**src/rtl/mips_fetch_unit.sv**
```systemverilog
// Instruction-fetch stage: owns the PC, fetches over a req/ready memory port, holds one
// instruction for decode and computes the next PC from the decoder's control_type on retire.
module mips_fetch_unit #(
    parameter logic [31:0] RESET_PC = 32'h0040_0000,
    parameter int          CNT_W    = 32
) (
    input  logic             clock,
    input  logic             reset,
    output logic             imem_req,
    output logic [31:0]      imem_addr,
    input  logic             imem_ready,
    input  logic [31:0]      imem_rdata,
    output logic             inst_valid,
    output logic [31:0]      inst,
    output logic [5:0]       opcode,
    output logic [5:0]       funct,
    output logic [31:0]      pc,
    output logic [31:0]      pc4,
    input  logic             inst_ack,
    input  logic [1:0]       control_type,
    input  logic [31:0]      branch_offset,
    input  logic [31:0]      jr_target,
    input  logic             except,
    output logic             halted,
    output logic             fetch_fault,
    output logic [CNT_W-1:0] inst_count
);

    typedef enum logic [1:0] {S_FETCH, S_HOLD, S_HALT} state_t;

    state_t            state_q, state_d;
    logic [31:0]       pc_q, pc_d;
    logic [31:0]       inst_q, inst_d;
    logic              valid_q, valid_d;
    logic              halted_q, halted_d;
    logic              fault_q, fault_d;
    logic [CNT_W-1:0]  count_q, count_d;
    logic [31:0]       pc4_w;
    logic [31:0]       next_pc;

    assign pc4_w = pc_q + 32'd4;

    always_comb begin
        next_pc = pc4_w;
        case (control_type)
            2'b00:   next_pc = pc4_w;
            2'b01:   next_pc = pc4_w + (branch_offset << 2);
            2'b10:   next_pc = {pc4_w[31:28], inst_q[25:0], 2'b00};
            default: next_pc = jr_target;
        endcase
    end

    always_ff @(posedge clock) begin
        if (reset) begin
            state_q  <= S_FETCH;
            pc_q     <= RESET_PC;
            inst_q   <= '0;
            valid_q  <= 1'b0;
            halted_q <= 1'b0;
            fault_q  <= 1'b0;
            count_q  <= '0;
        end else begin
            state_q  <= state_d;
            pc_q     <= pc_d;
            inst_q   <= inst_d;
            valid_q  <= valid_d;
            halted_q <= halted_d;
            fault_q  <= fault_d;
            count_q  <= count_d;
        end
    end

    always_comb begin
        state_d  = state_q;
        pc_d     = pc_q;
        inst_d   = inst_q;
        valid_d  = valid_q;
        halted_d = halted_q;
        fault_d  = fault_q;
        count_d  = count_q;
        case (state_q)
            S_FETCH: begin
                if (imem_ready) begin
                    inst_d  = imem_rdata;
                    valid_d = 1'b1;
                    state_d = S_HOLD;
                end
            end
            S_HOLD: begin
                // Retire: an illegal instruction wins over any target check, and a bad
                // target halts with pc still pointing at the offending instruction.
                if (inst_ack && valid_q) begin
                    if (except) begin
                        state_d  = S_HALT;
                        halted_d = 1'b1;
                    end else if (next_pc[1:0] != 2'b00) begin
                        state_d  = S_HALT;
                        halted_d = 1'b1;
                        fault_d  = 1'b1;
                    end else begin
                        pc_d    = next_pc;
                        valid_d = 1'b0;
                        count_d = count_q + CNT_W'(1);
                        state_d = S_FETCH;
                    end
                end
            end
            S_HALT:  state_d = S_HALT;
            default: state_d = S_FETCH;
        endcase
    end

    assign imem_req    = (state_q == S_FETCH);
    assign imem_addr   = pc_q;
    assign inst_valid  = valid_q;
    assign inst        = inst_q;
    assign opcode      = inst_q[31:26];
    assign funct       = inst_q[5:0];
    assign pc          = pc_q;
    assign pc4         = pc4_w;
    assign halted      = halted_q;
    assign fetch_fault = fault_q;
    assign inst_count  = count_q;

endmodule

```
**config.mk**
```make
export PLATFORM = sky130hd
export DESIGN_NAME = mips_fetch_unit
export DESIGN_NICKNAME = d
export VERILOG_FILES = /design/src/rtl/mips_fetch_unit.sv
export SDC_FILE = /design/constraint.sdc
export NUM_CORES = 1
export LEC_CHECK = 0
export ABC_AREA = 1
export CAP_MARGIN = 20
export CORE_MARGIN = 2
export CORE_UTILIZATION = 52
export CTS_BUF_LIST = sky130_fd_sc_hd__clkbuf_8
export CTS_CLUSTER_DIAMETER = 120
export DETAILED_ROUTE_END_ITERATION = 8
export PLACE_DENSITY = 0.89
export SLEW_MARGIN = 10
export SYNTH_ARGS = -nofsm -noshare
export SYNTH_HDL_FRONTEND = slang
export SYNTH_SLANG_ARGS = --single-unit
```
**constraint.sdc**
```tcl
create_clock -name clock -period 3.9 [get_ports clock]
set_input_delay 0.78 -clock clock [delete_from_list [all_inputs] [get_ports clock]]
set_output_delay 0.78 -clock clock [all_outputs]
set_load 0.005 [all_outputs]
```
==> impl_results.md <==
- Total GRT Usage: 38.3%
- Req. time, crit path: 4190 ps
- Max_cap viols: 0
- Post-CTS Setup Bufs: 0
- Antenna violations before repair: 0
- Leak: 5.08 nW
- Async SR Flop Fraction: 0%
- Gpl congestion: 0.986
- Average size of a mapped cell: 5.77 um2
- Clk_lat worst skew: 380 ps
- Final Setup Violations: 0
- Die height: 132 um
- Hold-fix buffers, CTS: 0
- Top FF cell, synth: dfxtp_1
- Port bufs: 276
- Clock-pin slew on the worst setup and hold paths: 110 ps
- Total CTS buffers: 9
- Routed via count: 10650
- Critical path's most frequent cell: nand2_1
- Largest net degree at the start of global routing: 55
- Worst setup startpoint: imem_addr[2]
- Setup slack at placement: 603 ps
- Finished layout cell area: 11400 um2
- Ant. Diodes: 0
- Fin. Hold Viols: 0
- Maximum clock insertion buffer count: 2
- Post-Syn Area: 8550 um2
- Core area: 16000 um2
- First-pass GRT wire length: 53.1 mm
- Least-Margin Pin Slew: 832 ps
- Initial drt markers: 1045
- Crit path max fanout: 5
- WP buf/inv: 2
- Rows: 46
- R2R cell count: 20
- Area Overhead vs Synth: 33.3%
- Met1 WL: 13.3 mm
- Yosys warns: 0
- Slowest stage cell, crit path: ha_1
- RSZ-0062 raised after global routing: no
- Syn_nets: 1616
- Crit Path Category: register to register
- Root buf cell: clkbuf_8
- Area after DPL: 11200 um2
- Layout Skew: 12.7 ps
- Crit-path cells: ha_1 > nand2_1 > nor2_1 > inv_2 > nor2_2 > xor2_1 > inv_1 > ha_1 > nand2_1 > nor2_1 > and2_1 > nand2_1 > nand2_1 > nand2_1 > nand2_1 > nand2_1 > nand3_1 > nand2_1 > nand2_1 > nand2_1
- Crit share post-route: 87.2%
- Post-Syn Instances: 1480
- Dpl hpwl: 27.8 mm
- Post-route ant nets: 0
- 1st-pass router iterations: 6
- Pwr/cell area: 274 nW/um2
- Slew Viols, Final: 0
- Crit end category: register
- WL met2: 16.2 mm
- Yosys cell types: 45
- GRT overflow: 0
- Sink Count: 101
- Initial Util: 53.4%
- Post-cts resize count: 0
- Min-delay worst type: register to register
- Delay-heaviest family, CP: simple AND/OR/NAND/NOR gates
- Vias per std cell: 5.55
- Metal3 WL: 3.71 mm
- Design Power: 0.00312 W
- FMAX: 0.294 GHz
- CTS tree: built
- Fin cells: 1920
- Routed len/inst: 18.2 um
- Crit path time final: 3400 ps
- Crit path DAT: 3690 ps
- CP Launch Type: register
- Top Ports: 279
- Worst reg2reg path startpoint: imem_addr[2]
- Post-synth EDFFs: 0
- CP max stage delay: 360 ps
- R2r endpoint: imem_addr[23]
- Register area share after synthesis: 23.7%
- Worst reg2reg setup slack: 500 ps
- Max layer used: met4
- Final-stage net count: 1835
- Worst setup path end: imem_addr[23]
- VDD IR max: 0.390 mV
- # fillers: 1437
- Slew margin rel.: 44.5%
- Vias in the first global route: 9803
- H-Tree Depth: 3
- TNS Setup: 0 ps
- FF+latch count, synth: 101
- Die X: 132 um
- Layout cells sized above 1: 4.40%
- DR DRC count: 0
- Placed cells: 1904
- Number of cells on the critical path: 20
- Outcome: finished, final reports clean
- Detailed Route WL: 34.8 mm
- Post-route setup slack: 498 ps
- Die area: 17500 um2
-- routing by layer --
layer / global-route usage, % / up-vias
li1: - / 5069
met1: 47.1 / 4807
met2: 65.7 / 675
met3: 6.69 / 99
met4: 16.9 / 0
met5: 0 / -
-- worst reg2reg max path, cell delays in order (launching register included) --
cell and delay (ps):
dfxtp_1 350, ha_1 290, nand2_1 100, nor2_1 290, inv_2 90, nor2_2 260
xor2_1 170, inv_1 120, ha_1 370, nand2_1 110, nor2_1 210, and2_1 170
nand2_1 50, nand2_1 240, nand2_1 130, nand2_1 80, nand2_1 40, nand3_1 80
nand2_1 60, nand2_1 60, nand2_1 50
-- worst min-delay path by stage --
stage	from	endpoint	slack (ps)	cells after the start
6_report	halted	halted	500	1
5_1_grt	halted	halted	530	1
2_1_floorplan	fetch_fault	fetch_fault	460	2
3_3_place_gp	fetch_fault	fetch_fault	450	2
4_1_cts	halted	halted	490	1
3_5_place_dp	halted	halted	470	1
-- synth_stat cells, types with 3 or more instances --
cell / number / area, um2
ha_1: 32 / 400
nand3b_1: 4 / 30.0
nand2_2: 6 / 37.5
buf_2: 8 / 40.0
nor3_1: 23 / 115
or2_2: 3 / 18.8
nand4_1: 18 / 113
o21ai_0: 88 / 440
xnor2_1: 8 / 70.1
and2_1: 4 / 25.0
buf_4: 50 / 375
nand3_1: 86 / 430
nor2_4: 4 / 45.0
xor2_1: 23 / 201
o21ai_2: 3 / 26.3
a21oi_1: 72 / 360
nor2_1: 208 / 781
dfxtp_1: 101 / 2020
o211ai_1: 3 / 22.5
nor3_2: 5 / 50.1
inv_2: 7 / 26.3
clkbuf_1: 23 / 86.3
o21ai_1: 19 / 95.1
nand2_1: 465 / 1750
o21bai_1: 4 / 30.0
nor2_2: 10 / 62.6
inv_1: 176 / 661
o2111ai_1: 5 / 43.8
-- placed cells by master (no fill, tap or decap), types with 4 or more instances in the layout --
cell,n
xor2_1,23
xnor2_1,8
nor2_1,208
nand4_1,18
nor2_4,4
clkbuf_8,9
nor3_2,5
nand2_2,6
o21bai_1,4
o2111ai_1,5
dfxtp_1,101
nand2_1,465
inv_2,8
a21oi_1,72
o21ai_0,88
inv_1,177
ha_1,32
nand3b_1,4
nand3_1,86
clkdlybuf4s50_1,276
nor3_1,23
nor2_2,10
o21ai_1,19
and2_1,4
buf_4,17
-- area by class of cell --
class | count | area, um2 | share of cell area [%]
Timing Repair Buffer | 293 | 2890 | 25.4
Sequential cell | 101 | 2020 | 17.8
Multi-Input combinational cell | 1109 | 5300 | 46.5
Clock inverter | 7 | 91.3 | 0.802
Clock buffer | 9 | 124 | 1.09
Tap cell | 216 | 270 | 2.37
Inverter | 185 | 697 | 6.12
-- stage by stage --
stage                     hold slack (ps)  util (%)
after global routing                  526      71.2
after global placement                454      69.8
final                                 501      71.2
after CTS                             491      71.2
after detailed placement              469      69.8
after floorplan                       461         -
-- power by group --
| group | internal, W | switching, W | total, W |
|---|---|---|---|
| Clock | 0.000360 | 0.000407 | 0.000767 |
| Combinational | 0.000528 | 0.000544 | 0.00107 |
| Sequential | 0.00115 | 0.000129 | 0.00128 |
| Total | 0.00204 | 0.00108 | 0.00312 |
-- flip-flops by register name (all words and copies together) (netlist names) --
register	flops
imem_addr	32
inst	32
inst_count	32
state_q	2
fetch_fault	1
halted	1
inst_valid	1
-- logic make-up after synthesis --
group / synth area share [%]
simple gates: 41.2
buf+inv: 14.4
compound gates: 12.7
flops: 23.7
fa+ha+maj: 4.92
xor+xnor: 3.18
(Power assumes the default switching activity.)
